<file path="src/rtl/hd44780_pkg.sv">
// Shared types and 48 MHz timing defaults for the HD44780 4-bit write path.
// Used by hd44780_nybble_writer and hd44780_delay_counter.
package hd44780_pkg;

    typedef enum logic [2:0] {
        ST_IDLE     = 3'd0,
        ST_SETUP_HI = 3'd1,
        ST_EHI_HI   = 3'd2,
        ST_ELO_HI   = 3'd3,
        ST_SETUP_LO = 3'd4,
        ST_EHI_LO   = 3'd5,
        ST_ELO_LO   = 3'd6,
        ST_EXEC     = 3'd7
    } state_e;

    localparam int unsigned DEF_SETUP_CLKS     = 3;
    localparam int unsigned DEF_E_HIGH_CLKS    = 12;
    localparam int unsigned DEF_E_LOW_CLKS     = 12;
    localparam int unsigned DEF_EXEC_CLKS      = 2000;
    localparam int unsigned DEF_LONG_EXEC_CLKS = 80000;
    localparam int          DEF_TIMER_BITS     = 17;

    localparam logic [7:0] CMD_CLEAR = 8'h01;
    localparam logic [7:0] CMD_HOME  = 8'h02;

    // Counter reload for a state of 'clks' cycles; zero behaves as one.
    function automatic int unsigned load_clks(input int unsigned clks);
        return (clks == 0) ? 0 : clks - 1;
    endfunction

    // Clear (0x01) and home (0x02/0x03) need the long execution wait.
    function automatic logic is_long_cmd(input logic [7:0] d);
        return (d == CMD_CLEAR) || (d[7:1] == CMD_HOME[7:1]);
    endfunction

endpackage

</file>
<file path="src/rtl/hd44780_nybble_writer_if.sv">
// Request/acknowledge bundle between the upstream sequencers and the
// nybble writer; master drives requests, slave reports busy/done.
interface hd44780_nybble_writer_if;

    logic [7:0] DAT_I;
    logic       rs_i;
    logic       nibble_only_i;
    logic       start_strobe;
    logic       busy;
    logic       done_strobe;

    modport master (
        output DAT_I,
        output rs_i,
        output nibble_only_i,
        output start_strobe,
        input  busy,
        input  done_strobe
    );

    modport slave (
        input  DAT_I,
        input  rs_i,
        input  nibble_only_i,
        input  start_strobe,
        output busy,
        output done_strobe
    );

endinterface

</file>
<file path="src/rtl/hd44780_delay_counter.sv">
// Loadable down-counter that parks at zero; expire_o flags a zero count.
// Reload happens on every state entry of the writer FSM.
module hd44780_delay_counter #(
    parameter int TIMER_BITS = 17
) (
    input  logic                  clk_i,
    input  logic                  rst_ni,
    input  logic                  load_i,
    input  logic [TIMER_BITS-1:0] load_val_i,
    output logic                  expire_o
);

    logic [TIMER_BITS-1:0] cnt_q;
    logic [TIMER_BITS-1:0] cnt_d;

    always_comb begin
        cnt_d = cnt_q;
        if (load_i) begin
            cnt_d = load_val_i;
        end else if (cnt_q != '0) begin
            cnt_d = cnt_q - 1'b1;
        end
    end

    always_ff @(posedge clk_i or negedge rst_ni) begin
        if (!rst_ni) begin
            cnt_q <= '0;
        end else begin
            cnt_q <= cnt_d;
        end
    end

    assign expire_o = (cnt_q == '0);

endmodule

</file>
<file path="src/rtl/hd44780_nybble_writer.sv">
// HD44780 4-bit bus writer: byte -> hi/lo nibble E pulses, then exec wait.
// Define HD44780_LONG_EXEC_EN to stretch the wait after clear/home commands.
module hd44780_nybble_writer
    import hd44780_pkg::*;
#(
    parameter int unsigned SETUP_CLKS     = DEF_SETUP_CLKS,
    parameter int unsigned E_HIGH_CLKS    = DEF_E_HIGH_CLKS,
    parameter int unsigned E_LOW_CLKS     = DEF_E_LOW_CLKS,
    parameter int unsigned EXEC_CLKS      = DEF_EXEC_CLKS,
    parameter int unsigned LONG_EXEC_CLKS = DEF_LONG_EXEC_CLKS,
    parameter int          TIMER_BITS     = DEF_TIMER_BITS
) (
    input  logic                          CLK_I,
    input  logic                          RST_I,
    hd44780_nybble_writer_if.slave        wr,
    output logic                          lcd_rs,
    output logic                          lcd_e,
    output logic [3:0]                    lcd_data
);

`ifdef HD44780_LONG_EXEC_EN
    localparam bit LongEn = 1'b1;
`else
    localparam bit LongEn = 1'b0;
`endif

    localparam logic [TIMER_BITS-1:0] SetupLd =
        TIMER_BITS'(load_clks(SETUP_CLKS));
    localparam logic [TIMER_BITS-1:0] EHighLd =
        TIMER_BITS'(load_clks(E_HIGH_CLKS));
    localparam logic [TIMER_BITS-1:0] ELowLd =
        TIMER_BITS'(load_clks(E_LOW_CLKS));
    localparam logic [TIMER_BITS-1:0] ExecLd =
        TIMER_BITS'(load_clks(EXEC_CLKS));
    localparam logic [TIMER_BITS-1:0] LongLd =
        TIMER_BITS'(load_clks(LONG_EXEC_CLKS));

    state_e     state_q, state_d;
    logic [7:0] dat_q, dat_d;
    logic       rs_q, rs_d;
    logic       nib_q, nib_d;
    logic       lcd_rs_q, lcd_rs_d;
    logic [3:0] lcd_data_q, lcd_data_d;
    logic       lcd_e_q, lcd_e_d;
    logic       busy_q, busy_d;
    logic       done_q, done_d;

    logic                  ld;
    logic [TIMER_BITS-1:0] ld_val;
    logic                  expire;
    logic                  long_sel;

    hd44780_delay_counter #(
        .TIMER_BITS (TIMER_BITS)
    ) u_delay (
        .clk_i      (CLK_I),
        .rst_ni     (RST_I),
        .load_i     (ld),
        .load_val_i (ld_val),
        .expire_o   (expire)
    );

    assign long_sel = LongEn && !rs_q && !nib_q && is_long_cmd(dat_q);

    always_comb begin
        state_d = state_q;
        dat_d   = dat_q;
        rs_d    = rs_q;
        nib_d   = nib_q;
        unique case (state_q)
            ST_IDLE: begin
                if (wr.start_strobe) begin
                    dat_d   = wr.DAT_I;
                    rs_d    = wr.rs_i;
                    nib_d   = wr.nibble_only_i;
                    state_d = wr.nibble_only_i ? ST_SETUP_LO
                                               : ST_SETUP_HI;
                end
            end
            ST_SETUP_HI: if (expire) state_d = ST_EHI_HI;
            ST_EHI_HI:   if (expire) state_d = ST_ELO_HI;
            ST_ELO_HI:   if (expire) state_d = ST_SETUP_LO;
            ST_SETUP_LO: if (expire) state_d = ST_EHI_LO;
            ST_EHI_LO:   if (expire) state_d = ST_ELO_LO;
            ST_ELO_LO:   if (expire) state_d = ST_EXEC;
            ST_EXEC:     if (expire) state_d = ST_IDLE;
            default:     state_d = ST_IDLE;
        endcase
    end

    // Pin values change only on entry to a SETUP state; they are
    // otherwise frozen through the E pulse, hold and exec wait.
    always_comb begin
        lcd_rs_d   = lcd_rs_q;
        lcd_data_d = lcd_data_q;
        if (state_d != state_q) begin
            if (state_d == ST_SETUP_HI) begin
                lcd_rs_d   = rs_d;
                lcd_data_d = dat_d[7:4];
            end else if (state_d == ST_SETUP_LO) begin
                lcd_rs_d   = rs_d;
                lcd_data_d = dat_d[3:0];
            end
        end
        lcd_e_d = (state_d == ST_EHI_HI) || (state_d == ST_EHI_LO);
        busy_d  = (state_d != ST_IDLE);
        done_d  = (state_q == ST_EXEC) && (state_d == ST_IDLE);
    end

    always_comb begin
        ld     = (state_d != state_q);
        ld_val = '0;
        unique case (state_d)
            ST_SETUP_HI, ST_SETUP_LO: ld_val = SetupLd;
            ST_EHI_HI,   ST_EHI_LO:   ld_val = EHighLd;
            ST_ELO_HI,   ST_ELO_LO:   ld_val = ELowLd;
            ST_EXEC:     ld_val = long_sel ? LongLd : ExecLd;
            default:     ld_val = '0;
        endcase
    end

    always_ff @(posedge CLK_I or negedge RST_I) begin
        if (!RST_I) begin
            state_q    <= ST_IDLE;
            dat_q      <= '0;
            rs_q       <= 1'b0;
            nib_q      <= 1'b0;
            lcd_rs_q   <= 1'b0;
            lcd_data_q <= '0;
            lcd_e_q    <= 1'b0;
            busy_q     <= 1'b0;
            done_q     <= 1'b0;
        end else begin
            state_q    <= state_d;
            dat_q      <= dat_d;
            rs_q       <= rs_d;
            nib_q      <= nib_d;
            lcd_rs_q   <= lcd_rs_d;
            lcd_data_q <= lcd_data_d;
            lcd_e_q    <= lcd_e_d;
            busy_q     <= busy_d;
            done_q     <= done_d;
        end
    end

    assign lcd_rs         = lcd_rs_q;
    assign lcd_e          = lcd_e_q;
    assign lcd_data       = lcd_data_q;
    assign wr.busy        = busy_q;
    assign wr.done_strobe = done_q;

endmodule

</file>
<file path="src/flat_wrapper.sv">
// flat-port wrapper written by rule: the top's interface ports become plain ports
module hd44780_nybble_writer_flat import hd44780_pkg::*;
#(
    parameter int unsigned SETUP_CLKS     = DEF_SETUP_CLKS,
    parameter int unsigned E_HIGH_CLKS    = DEF_E_HIGH_CLKS,
    parameter int unsigned E_LOW_CLKS     = DEF_E_LOW_CLKS,
    parameter int unsigned EXEC_CLKS      = DEF_EXEC_CLKS,
    parameter int unsigned LONG_EXEC_CLKS = DEF_LONG_EXEC_CLKS,
    parameter int          TIMER_BITS     = DEF_TIMER_BITS
)
  (CLK_I, RST_I, lcd_rs, lcd_e, lcd_data, wr_DAT_I, wr_rs_i, wr_nibble_only_i, wr_start_strobe, wr_busy, wr_done_strobe);
  hd44780_nybble_writer_if wr_i ();
  input  logic CLK_I;
  input  logic RST_I;
  output logic lcd_rs;
  output logic lcd_e;
  output logic [3:0] lcd_data;
  input wire logic [$bits(wr_i.DAT_I)-1:0] wr_DAT_I;
  input wire logic [$bits(wr_i.rs_i)-1:0] wr_rs_i;
  input wire logic [$bits(wr_i.nibble_only_i)-1:0] wr_nibble_only_i;
  input wire logic [$bits(wr_i.start_strobe)-1:0] wr_start_strobe;
  output wire logic [$bits(wr_i.busy)-1:0] wr_busy;
  output wire logic [$bits(wr_i.done_strobe)-1:0] wr_done_strobe;
  assign wr_i.DAT_I = wr_DAT_I;
  assign wr_i.rs_i = wr_rs_i;
  assign wr_i.nibble_only_i = wr_nibble_only_i;
  assign wr_i.start_strobe = wr_start_strobe;
  assign wr_busy = wr_i.busy;
  assign wr_done_strobe = wr_i.done_strobe;
  hd44780_nybble_writer #(.SETUP_CLKS(SETUP_CLKS), .E_HIGH_CLKS(E_HIGH_CLKS), .E_LOW_CLKS(E_LOW_CLKS), .EXEC_CLKS(EXEC_CLKS), .LONG_EXEC_CLKS(LONG_EXEC_CLKS), .TIMER_BITS(TIMER_BITS)) u_core (.CLK_I(CLK_I), .RST_I(RST_I), .wr(wr_i), .lcd_rs(lcd_rs), .lcd_e(lcd_e), .lcd_data(lcd_data));
endmodule
</file>
<file path="config.mk">
export PLATFORM = sky130hd
export DESIGN_NAME = hd44780_nybble_writer_flat
export DESIGN_NICKNAME = d
export VERILOG_FILES = /design/src/rtl/hd44780_pkg.sv /design/src/rtl/hd44780_nybble_writer_if.sv /design/src/rtl/hd44780_delay_counter.sv /design/src/rtl/hd44780_nybble_writer.sv /design/src/flat_wrapper.sv
export SDC_FILE = /design/constraint.sdc
export NUM_CORES = 1
export LEC_CHECK = 0
export BUFFER_PORTS_ARGS = -buffer_cell sky130_fd_sc_hd__buf_4
export CELL_PAD_IN_SITES_DETAIL_PLACEMENT = 0
export CELL_PAD_IN_SITES_GLOBAL_PLACEMENT = 1
export CORE_ASPECT_RATIO = 1.2
export CORE_UTILIZATION = 30
export DETAILED_ROUTE_END_ITERATION = 6
export GPL_TIMING_DRIVEN = 0
export PLACE_DENSITY_LB_ADDON = 0.1
export SLEW_MARGIN = 15
export SYNTH_ARGS = -nofsm -noshare
export SYNTH_HDL_FRONTEND = slang
export SYNTH_HIERARCHICAL = 1
export SYNTH_SLANG_ARGS = --single-unit
export TNS_END_PERCENT = 100
</file>
<file path="constraint.sdc">
create_clock -name CLK_I -period 7.7 [get_ports CLK_I]
set_input_delay 1.155 -clock CLK_I [delete_from_list [all_inputs] [get_ports CLK_I]]
set_output_delay 1.155 -clock CLK_I [all_outputs]
set_load 0.005 [all_outputs]
</file>
### Yosys cells after proc, flatten, opt, wreduce, memory -nomap -nowiden

Index checks and enable logic that the tools add are counted.
W data, S select, Z words.

* add/subtract/negate cells: 1
* equal/unequal tests: 15
* multiplexer cells: 21
* reductions and logical operators: 12

Operators with widths (count)
* $mux W17: 2
* $pmux W11 S3: 1
* $mux W3: 9
* $eq A3 B3 Y1 const B: 8
* $pmux W3 S8: 1
* $logic_not A17 Y1: 1
* $reduce_bool A17 Y1: 1
* $sub A17 B1 Y17 const B: 1
* $mux W8: 2
* $eq A3 B2 Y1 const B: 4
* $mux W4: 2
* $eq A3 B1 Y1 const B: 2
* $logic_not A3 Y1: 2
* $mux W1: 4
* $reduce_bool A2 Y1: 2
* $reduce_or A4 Y1: 1
* $ne A3 B3 Y1: 1
* $reduce_bool A3 Y1: 1
* $reduce_and A2 Y1: 1
* $reduce_or A2 Y1: 1
* $logic_and A1 B1 Y1: 1
* $logic_or A1 B1 Y1: 1

* register bits: 37
* output and inout port bits: 8
* word-level logic and storage cells: 58

### Depth between registers and ports, before layout

Gate-level depths: netlist (run 1).

* depth in word-level cells: 7
* mapped depth: 12
* gate-level depth less buffers: 11

### Cells and area by module

The synthesis (run 1) kept the hierarchy.

Modules (own cells, without submodules)
* hd44780_delay_counter: times used 1, cells an instance 109, area an instance 1033.5 sq um
* hd44780_nybble_writer: times used 1, cells an instance 75, area an instance 932.1 sq um

### Least setup slack after synthesis (run 1)

No wires, ideal clock.

* path kind: register -> register
* start point: register u_core.u_delay.cnt_q[0]
* end point: register u_core.lcd_data_q[3] (netlist: u_core/lcd_data[3])
* setup time: 0.127 ns
* arrival: 2.780 ns
* path slack: 4.793 ns
* cell stages (with the launch flop): 11
* period minus slack after synthesis: 2.907 ns
* path through: dfrtp_1 -> inv_1 -> ha_1 -> nor4b_1 -> nand2b_1 -> nor3_2 -> buf_2 -> nor2b_1 -> o211ai_1 -> mux2_1 -> mux2_1

* cells in the longest elaborated chain, start to end: 6
* elaborated cells on any way between the ends: 15
* classes of those cells: eq/ne: 3; mux: 9; reduce/logical: 3

RTL lines
* from (decl): line hd44780_delay_counter.sv:13 `logic [TIMER_BITS-1:0] cnt_q;`
* from (signal assigned): line hd44780_delay_counter.sv:29 `cnt_q <= cnt_d;`
* $logic_not A17 Y1 *: line hd44780_delay_counter.sv:33 `assign expire_o = (cnt_q == '0);`
* named net u_core.expire: line hd44780_nybble_writer.sv:50 `logic expire;`
* $mux W3, or another cell as far along: line hd44780_nybble_writer.sv:86 `ST_EXEC: if (expire) state_d = ST_IDLE;`
* $pmux W3 S8 *: line hd44780_nybble_writer.sv:70 `unique case (state_q)`
* $eq A3 B3 Y1 / $eq A3 B1 Y1 (equally long branches): line hd44780_nybble_writer.sv:100, hd44780_nybble_writer.sv:97
* $reduce_bool A2 Y1 (no source line)
* $reduce_and A2 Y1 (no source line)
* to (signal assigned): line hd44780_nybble_writer.sv:139 `lcd_data_q <= lcd_data_d;`
* to (decl): line hd44780_nybble_writer.sv:43 `logic [3:0] lcd_data_q, lcd_data_d;`

Mark *: on every way through the listed nets, which the timed path passes. The rest lies on a longest branch.
A chain may end at the register's enable or synchronous reset.

### Worst setup path in the final report (run 1)

* start point: register u_core.u_delay.cnt_q[0]
* end point: register u_core.u_delay.cnt_q[6]

* elaborated cells on any way between the ends: 25
* classes of those cells: add/sub: 1; eq/ne: 8; mux: 11; reduce/logical: 5

RTL lines
* $logic_not A17 Y1 *: line hd44780_delay_counter.sv:33
* named net u_core.expire: line hd44780_nybble_writer.sv:50
* $mux W3, or another cell as far along: line hd44780_nybble_writer.sv:86
* $pmux W3 S8 *: line hd44780_nybble_writer.sv:70
* $ne A3 B3 Y1 *: line hd44780_nybble_writer.sv:111 `ld = (state_d != state_q);`
* named net u_core.ld: line hd44780_nybble_writer.sv:48 `logic ld;`
* $mux W17 / $reduce_bool A2 Y1 (equally long branches)

Mark *: on every way through the listed nets, which the timed path passes. The rest lies on a longest branch. The select of a mux whose other input is x is not followed.

==> results of run 1 <==
-- worst max-delay path by stage --
| stage | slack, ns | to | cells past startpoint |
|---|---|---|---|
| after CTS | 4.02 | u_core/lcd_data[3] | 10 |
| final | 4.04 | u_core/u_delay/cnt_q[6] | 11 |
| after global placement | 4.11 | u_core/lcd_data[3] | 10 |
| after floorplan | 4.79 | u_core/lcd_data[3] | 10 |
| after global routing | 3.69 | u_core/u_delay/cnt_q[6] | 11 |
| after detailed placement | 4.04 | u_core/lcd_data[3] | 10 |
-- metal layers --
metal,GRT usage (%),vias up,share of wire [%]
met5,0,-,0
met4,5.40,0,1.6
met3,3.91,6,3.7
li1,-,717,-
met1,19.1,699,46
met2,22.9,23,49
-- power breakdown --
part	total, uW	internal [uW]	switching [uW]
clock network	143	65.3	77.7
logic	124	61.1	62.5
registers	275	231	44.1
-- sequential cells by signal, summed over array words and instances, names as in the netlist --
register,count
u_core/lcd_data,4
u_core/wr.busy,1
u_core/dat_q,8
u_core/lcd_e,1
u_core/state_q,3
u_core/rs_q,1
u_core/lcd_rs,1
u_core/u_delay/cnt_q,17
u_core/wr.done_strobe,1
-- cell usage in the layout (no fill, tap or decap), drive strengths merged, types with 2 or more instances in the layout --
master  instances
dfrtp          37
buf            24
nand2          19
o31ai          15
mux2           12
xnor2           9
inv             9
clkbuf          9
nor2            8
conb            8
mux2i           7
nand2b          5
nor3            5
nor4            5
a21oi           4
nor4b           4
o21ai           3
or3             3
a21boi          3
xor2            3
or2             3
nand3b          2
and3            2
o31a            2
nor3b           2
or4             2
-- layout make-up --
cell class              count  share of cell area (%)
clock buffers               5                    2.94
inverters                   8                    1.28
plain buffers               8                    1.77
clock inverters             3                    1.07
repair buffers             20                    6.42
well taps                  82                    4.39
flip-flops and latches     37                    39.6
multi-input cells         138                    42.5
-- through the flow --
step,area (um^2),utilization (%)
final,2340,37.9
after global routing,2340,37.9
after CTS,2340,37.9
after detailed placement,2240,36.4
after global placement,2240,36.4
after floorplan,1990,-
-- kinds of logic (layout without fill, tap and decap cells) --
group                    after synthesis  after routing
other                                  1              8
XOR/XNOR                              12             12
adder cells (fa/ha/maj)                1              1
AND/OR/NAND/NOR                       66             66
multiplexers                          19             19
flip-flops                            37             37
buffers and inverters                 16             44
AO/OA/AOI/OAI                         32             32
==> reports/results.txt, run 1 <==
residual DRC count: 0
placement row count: 31
endpoint of the worst-slack reg-to-reg timing path: u_core/u_delay/cnt_q[6]
number of standard cells in the final layout excluding fillers: 301
HP Class: reg -> reg
Cells on Worst Hold Path: 1
depth of the most critical reg-to-reg path: 11
final setup violating endpoints: 0
wire length of the first global-routing pass: 7.58 mm
reported leakage power: 0.000974 uW
via count of the first global-routing pass: 1516
Critical Path Source Type: register
average wire per standard cell: 14.3 um
final wirelength: 4.31 mm
clock period minus final worst setup slack: 3.66 ns
number of distinct library cells after synthesis: 46
cell type with the highest aggregate area in the netlist: sky130_fd_sc_hd__dfrtp_1
PostCTS Resize Cnt: 0
total of fill cells in the finished design: 622
FF/Latch Area: 926 um^2
Yosys Warn Count: 6
r2r startpoint: u_core/u_delay/cnt_q[0]
share of synthesized registers carrying an async set or reset: 100%
number of buffer cells added on primary ports: 20
number of post-CTS setup repair buffers: 0
htree depth: 2
run status: completed
clock root cell: sky130_fd_sc_hd__clkbuf_8
most used standard cell by instance count after synthesis: sky130_fd_sc_hd__dfrtp_1
gate count after technology mapping: 184
Area growth syn-to-layout: 19.0%
initial antenna violation count: 0
RD Place Congestion: 0.757
Crit path max-delay family: buffers and inverters
vias after detailed routing: 1445
Seq/Total Area, Yosys: 47.1%
CP max-delay cell: sky130_fd_sc_hd__nor4b_1
clock-pin slew on the worst setup and hold paths: 0.08 ns
data arrival time at the worst-slack endpoint: 3.82 ns
power density relative to cell area: 232 nW/um^2
Mean Syn Cell Area: 10.7 um^2
number of antenna repair diodes: 0
largest family of logic cells by synthesized area: simple AND/OR/NAND/NOR gates
top flip-flop cell by instance count after synthesis: sky130_fd_sc_hd__dfrtp_1
pin count of the biggest net entering global routing: 38
Max Cap Violations: 0
crit path cell chain: inv_1, ha_1, nor4b_1, nand2b_1, nor3_2, buf_2, o31ai_1, nand2b_1, clkbuf_1, clkbuf_1, o31ai_1
length of the first detailed-routing pass in iterations: 4
launching element of the worst setup path: u_core/u_delay/cnt_q[0]
CTS Hold Buffers Added: 0
vias per cell: 4.80
worst-case clock buffer depth: 2
worst min-delay path startpoint: u_core/lcd_data[3]
core outline area: 6170 um^2
TritonCTS clock tree: yes
I/O pin count: 21
cells taking the most area after synthesis: sky130_fd_sc_hd__dfrtp_1, sky130_fd_sc_hd__mux2_2, sky130_fd_sc_hd__o31ai_1
ratio of final minimum period to clock period: 47.5%
relative slew slack: 48.3%
Synth Area in Adders: 0.637%
Pwr Total: 542 uW
fraction of final layout cells sized beyond drive strength 1: 22.8%
vertical die dimension: 90.7 um
number of DRC violations after detailed-routing iteration 0: 49
Final nets: 232
worst hold margin: 0.502 ns
# clock sinks: 37
Congestion Overflow GR: 0
number of enable flip-flop cells after synthesis: 0
worst setup skew after layout: 0.00715 ns
max incr delay on CP: 0.66 ns
kind of critical path: reg -> reg
post-synthesis register bit count: 37
simple logic cell fraction of the synthesized area: 20.8%
Die Footprint: 6880 um^2
initial standard-cell utilization of the core: 31.9%
required time worst endpoint: 7.86 ns
Inst Count DP: 293
post-synthesis mux area share: 10.4%
DP Wirelength: 3.17 mm
capture endpoint of the worst hold path: u_core/lcd_data[3]
total standard cell area after synthesis: 1970 um^2
largest fanout on the critical path: 15
buffers plus inverters on the worst setup path: 4
reg2reg setup slack: 4.04 ns
number of pins with negative max-slew slack in the final report: 0
synthesized-area fraction occupied by ao, oa, aoi and oai cells: 11.8%
latest clock arrival within the worst-skew pair: 0.29 ns
post-synthesis share of cell area spent on xor and xnor gates: 5.35%
area share of the largest cell type after synthesis: 47.1%
Max rail drop VDD: 0.0000927 V
number of hold violations in the final report: 0
clock buffers created by TritonCTS: 5
ranking of synthesized cells by instance count: sky130_fd_sc_hd__dfrtp_1, sky130_fd_sc_hd__nand2_1, sky130_fd_sc_hd__o31ai_1, sky130_fd_sc_hd__mux2_2, sky130_fd_sc_hd__xnor2_1
critical path endpoint category: register
Final WS setup: 4.04 ns
transition at the pin with the smallest max-transition slack: 0.765 ns
area of the multi-input gates: 995 um^2
setup repair after global routing missed its margin: false
horizontal die dimension: 75.9 um
total track usage: 14.7%
worst setup slack after placement: 4.04 ns
DRT antenna net count: 0
Total Neg Setup Slack: 0 ns
Max Clk Rate: 0.273 GHz
No activity file was read; power rests on OpenSTA's default activity.
==> inputs of run 2 (changes only) <==
--- a/config.mk
+++ b/config.mk
@@ -5,6 +5,7 @@
 export SDC_FILE = /design/constraint.sdc
 export NUM_CORES = 1
 export LEC_CHECK = 0
+export ABC_AREA = 1
 export BUFFER_PORTS_ARGS = -buffer_cell sky130_fd_sc_hd__buf_4
 export CELL_PAD_IN_SITES_DETAIL_PLACEMENT = 0
 export CELL_PAD_IN_SITES_GLOBAL_PLACEMENT = 1
==> constraint.sdc (replaced) <==
create_clock -name CLK_I -period 3.3 [get_ports CLK_I]
set_input_delay 0.495 -clock CLK_I [delete_from_list [all_inputs] [get_ports CLK_I]]
set_output_delay 0.495 -clock CLK_I [all_outputs]
set_load 0.005 [all_outputs]
==> run 2 against run 1 <==
Sequential cell count is the same. Sequential share of layout area down 5.7 points. Non-clock buffer count decreased by 2. Count of clock-buffer cells in the layout grew 1. Core utilization shrank 0.82 points. Sequential power rose to 2.9 times the previous value. Die area grew 17%. Power rose to 4.4 times the previous value. Global-route usage up 1.2 points. Hold slack got worse by 0.33 ns.
==> reports/results.txt, run 2 <==
required time worst endpoint: 3.48 ns (-4.38 ns)
core outline area: 7360 um^2 (+19%)
vias per cell: 4.43 (-7.7%)
residual DRC count: 0 (unchanged)
kind of critical path: reg -> reg
most frequent standard cell in the layout excluding fill and tap cells: sky130_fd_sc_hd__nand2_1
Max Clk Rate: 0.334 GHz (+22%)
HP Class: in -> async
reg2reg setup slack: 0.30 ns (-3.73 ns)
I/O pin count: 21 (unchanged)
clock root cell: sky130_fd_sc_hd__clkbuf_8
Mean Syn Cell Area: 7.44 um^2 (-30%)
Final nets: 358 (+54%)
final wirelength: 5.69 mm (+32%)
critical path endpoint category: register
relative slew slack: 61.2% (+13 points)
worst hold margin: 0.176 ns (-0.325 ns)
ranking of synthesized cells by instance count: sky130_fd_sc_hd__nand2_1, sky130_fd_sc_hd__dfrtp_1, sky130_fd_sc_hd__nand3_1, sky130_fd_sc_hd__inv_1, sky130_fd_sc_hd__nor2_1
horizontal die dimension: 82.1 um (+8.1%)
Max rail drop VDD: 0.000255 V (+180%)
via count of the first global-routing pass: 1893 (+25%)
fraction of final layout cells sized beyond drive strength 1: 22.9% (+0.068 points)
Die Footprint: 8050 um^2 (+17%)
area share of the largest cell type after synthesis: 40.1% (-7.0 points)
transition at the pin with the smallest max-transition slack: 0.581 ns (-0.184 ns)
Yosys Warn Count: 6 (unchanged)
data arrival time at the worst-slack endpoint: 3.18 ns (-0.64 ns)
number of pins with negative max-slew slack in the final report: 0 (unchanged)
clock-pin slew on the worst setup and hold paths: 0.09 ns (about the same)
number of hold violations in the final report: 0 (unchanged)
vertical die dimension: 98.1 um (+8.2%)
latest clock arrival within the worst-skew pair: 0.29 ns (about the same)
depth of the most critical reg-to-reg path: 16 (+5)
register with the most flip-flops: u_core/u_delay/cnt_q
number of post-CTS setup repair buffers: 0 (unchanged)
initial standard-cell utilization of the core: 31.3% (-0.52 points)
number of buffer cells added on primary ports: 20 (unchanged)
Pwr Total: 2410 uW (+340%)
final setup violating endpoints: 0 (unchanged)
setup repair after global routing missed its margin: false
pin count of the biggest net entering global routing: 38 (unchanged)
number of antenna repair diodes: 0 (unchanged)
Max Cap Violations: 0 (unchanged)
average wire per standard cell: 13.1 um (-8.7%)
power share of the clock group: 17.8% (-8.6 points)
reported leakage power: 0.00136 uW (+39%)
DRT antenna net count: 0 (unchanged)
top flip-flop cell by instance count after synthesis: sky130_fd_sc_hd__dfrtp_1
DP Wirelength: 4.14 mm (+31%)
most used standard cell by instance count after synthesis: sky130_fd_sc_hd__nand2_1
placement row count: 34 (+9.7%)
ratio of final minimum period to clock period: 90.8% (+43 points)
Placed Area: 2600 um^2 (+16%)
worst setup skew after layout: 0.00869 ns (+0.00153 ns)
share of synthesized registers carrying an async set or reset: 100% (unchanged)
total track usage: 15.9% (+1.2 points)
cells taking the most area after synthesis: sky130_fd_sc_hd__dfrtp_1, sky130_fd_sc_hd__nand2_1, sky130_fd_sc_hd__nand3_1
area of all placed cells without fillers: 2730 um^2 (+17%)
max reg flops: 17 (unchanged)
Seq/Total Area, Yosys: 40.1% (-7.0 points)
clock buffers created by TritonCTS: 5 (unchanged)
RD Place Congestion: 0.754 (-0.44%)
internal power summed over all cells: 1320 uW (+270%)
r2r startpoint: u_core/u_delay/cnt_q[0]
length of the first detailed-routing pass in iterations: 4 (unchanged)
endpoint of the worst-slack reg-to-reg timing path: u_core/u_delay/cnt_q[1]
number of DRC violations after detailed-routing iteration 0: 98 (+100%)
vias after detailed routing: 1928 (+33%)
power density relative to cell area: 882 nW/um^2 (+280%)
Final WS setup: 0.305 ns (-3.73 ns)
Area growth syn-to-layout: 18.3%
clock period minus final worst setup slack: 3.00 ns (-0.665 ns)
number of enable flip-flop cells after synthesis: 0 (unchanged)
htree depth: 2 (unchanged)
total standard cell area after synthesis: 2310 um^2 (+17%)
Critical Path Source Type: register
sequential group share of total power: 32.8% (-18 points)
worst-case clock buffer depth: 2 (unchanged)
initial antenna violation count: 0 (unchanged)
run status: completed
most frequent cells in the layout: sky130_fd_sc_hd__nand2_1, sky130_fd_sc_hd__dfrtp_1, sky130_fd_sc_hd__nand3_1, sky130_fd_sc_hd__nor2_1, sky130_fd_sc_hd__inv_1
TritonCTS clock tree: yes
switching share of power: 45.0% (+11 points)
cell type with the highest aggregate area in the netlist: sky130_fd_sc_hd__dfrtp_1
number of distinct library cells after synthesis: 33 (-28%)
# clock sinks: 37 (unchanged)
largest fanout on the critical path: 10 (-5)
Congestion Overflow GR: 0 (unchanged)
post-synthesis register bit count: 37 (unchanged)
part of the power in combinational logic: 49.4% (+27 points)
worst setup slack after placement: -0.0457 ns (-4.08 ns)
wire length of the first global-routing pass: 9.58 mm (+27%)
Total Neg Setup Slack: 0 ns (unchanged)
switching power: 1080 uW (+490%)
gate count after technology mapping: 310 (+68%)
## run 2: cell types whose count changed after synthesis, moves of 7 or more
cell	previous run	this run
sky130_fd_sc_hd__a21oi_2	0	10
sky130_fd_sc_hd__inv_1	8	25
sky130_fd_sc_hd__mux2_2	10	0
sky130_fd_sc_hd__mux2i_1	7	0
sky130_fd_sc_hd__nand2_1	19	114
sky130_fd_sc_hd__nand2_2	0	10
sky130_fd_sc_hd__nand3_1	1	26
sky130_fd_sc_hd__nor2_1	8	25
sky130_fd_sc_hd__o21ai_0	3	17
sky130_fd_sc_hd__o31ai_1	14	0
sky130_fd_sc_hd__xnor2_1	9	0
## run 2: through the flow
| step | cells | util (%) |
|---|---|---|
| after floorplan | 317 | - |
| after global placement | 427 | 35.3 |
| after CTS | 435 | 37.0 |
| after detailed placement | 427 | 35.3 |
| final | 435 | 37.1 |
| after global routing | 435 | 37.1 |
## run 2: cells by family after synthesis
| logic type | count (synthesis) | share of synthesized area [%] |
|---|---|---|
| other | 1 | 0.163 |
| buffers and inverters | 36 | 7.75 |
| flip-flops | 37 | 40.1 |
| adder cells (fa/ha/maj) | 1 | 0.542 |
| AND/OR/NAND/NOR | 200 | 42.2 |
| AO/OA/AOI/OAI | 35 | 9.22 |
## run 2: cell type report
type / count / area [um^2]
Fill cell: 793 / 4630
Multi-Input combinational cell: 244 / 1240
Sequential cell: 37 / 926
Timing Repair Buffer: 20 / 150
Inverter: 30 / 131
Tap cell: 90 / 113
Clock buffer: 6 / 82.6
Buffer: 6 / 50.0
Clock inverter: 2 / 37.5
## run 2: power groups by stage
stage	logic, uW	clock network, uW	registers, uW
2_1_floorplan	896	0	764
3_3_place_gp	1180	0	798
3_5_place_dp	1190	0	800
4_1_cts	1200	443	793
5_1_grt	1380	461	818
6_report	1190	427	790
## run 2: worst max-delay path, cell delays in order (launching register included)
cell                       delay, ns
sky130_fd_sc_hd__dfrtp_1        0.38
sky130_fd_sc_hd__inv_1          0.12
sky130_fd_sc_hd__ha_1           0.22
sky130_fd_sc_hd__nand2_2        0.11
sky130_fd_sc_hd__nor2_4         0.23
sky130_fd_sc_hd__nand3_1        0.21
sky130_fd_sc_hd__nor3_4         0.29
sky130_fd_sc_hd__inv_1          0.10
sky130_fd_sc_hd__nand2_1        0.11
sky130_fd_sc_hd__nand3_1        0.10
sky130_fd_sc_hd__nand3_1        0.11
sky130_fd_sc_hd__nand4_2        0.20
sky130_fd_sc_hd__clkbuf_1       0.32
sky130_fd_sc_hd__nand2_1        0.13
sky130_fd_sc_hd__o21ai_0        0.09
sky130_fd_sc_hd__nand2_1        0.09
sky130_fd_sc_hd__o21ai_0        0.07
## run 2: how the worst max path moves through the flow
| stage | startpoint | to | slack (ns) | cells after the start |
|---|---|---|---|---|
| 2_1_floorplan | u_core/u_delay/cnt_q[0] | u_core/u_delay/cnt_q[4] | 0.56 | 16 |
| 3_3_place_gp | u_core/u_delay/cnt_q[0] | u_core/u_delay/cnt_q[2] | -0.04 | 15 |
| 3_5_place_dp | u_core/u_delay/cnt_q[0] | u_core/u_delay/cnt_q[2] | -0.05 | 15 |
| 4_1_cts | u_core/u_delay/cnt_q[0] | u_core/u_delay/cnt_q[2] | 0.15 | 15 |
| 5_1_grt | u_core/u_delay/cnt_q[0] | u_core/u_delay/cnt_q[10] | 0.04 | 14 |
| 6_report | u_core/u_delay/cnt_q[0] | u_core/u_delay/cnt_q[1] | 0.30 | 16 |
## run 2: what timing repair did
action                     CTS  global route
pin swaps                    0             0
setup endpoints to repair   11            12
hold buffers                 0             0
resized for setup            1             3
## run 2: routing by layer
| metal | routed length (um) | vias up | track usage, % |
|---|---|---|---|
| met1 | 2540 | 864 | 20.1 |
| met4 | 66 | 0 | 4.99 |
| met5 | 0 | - | 0 |
| met2 | 2960 | 23 | 26.8 |
| met3 | 127 | 7 | 2.80 |
| li1 | - | 1034 | - |
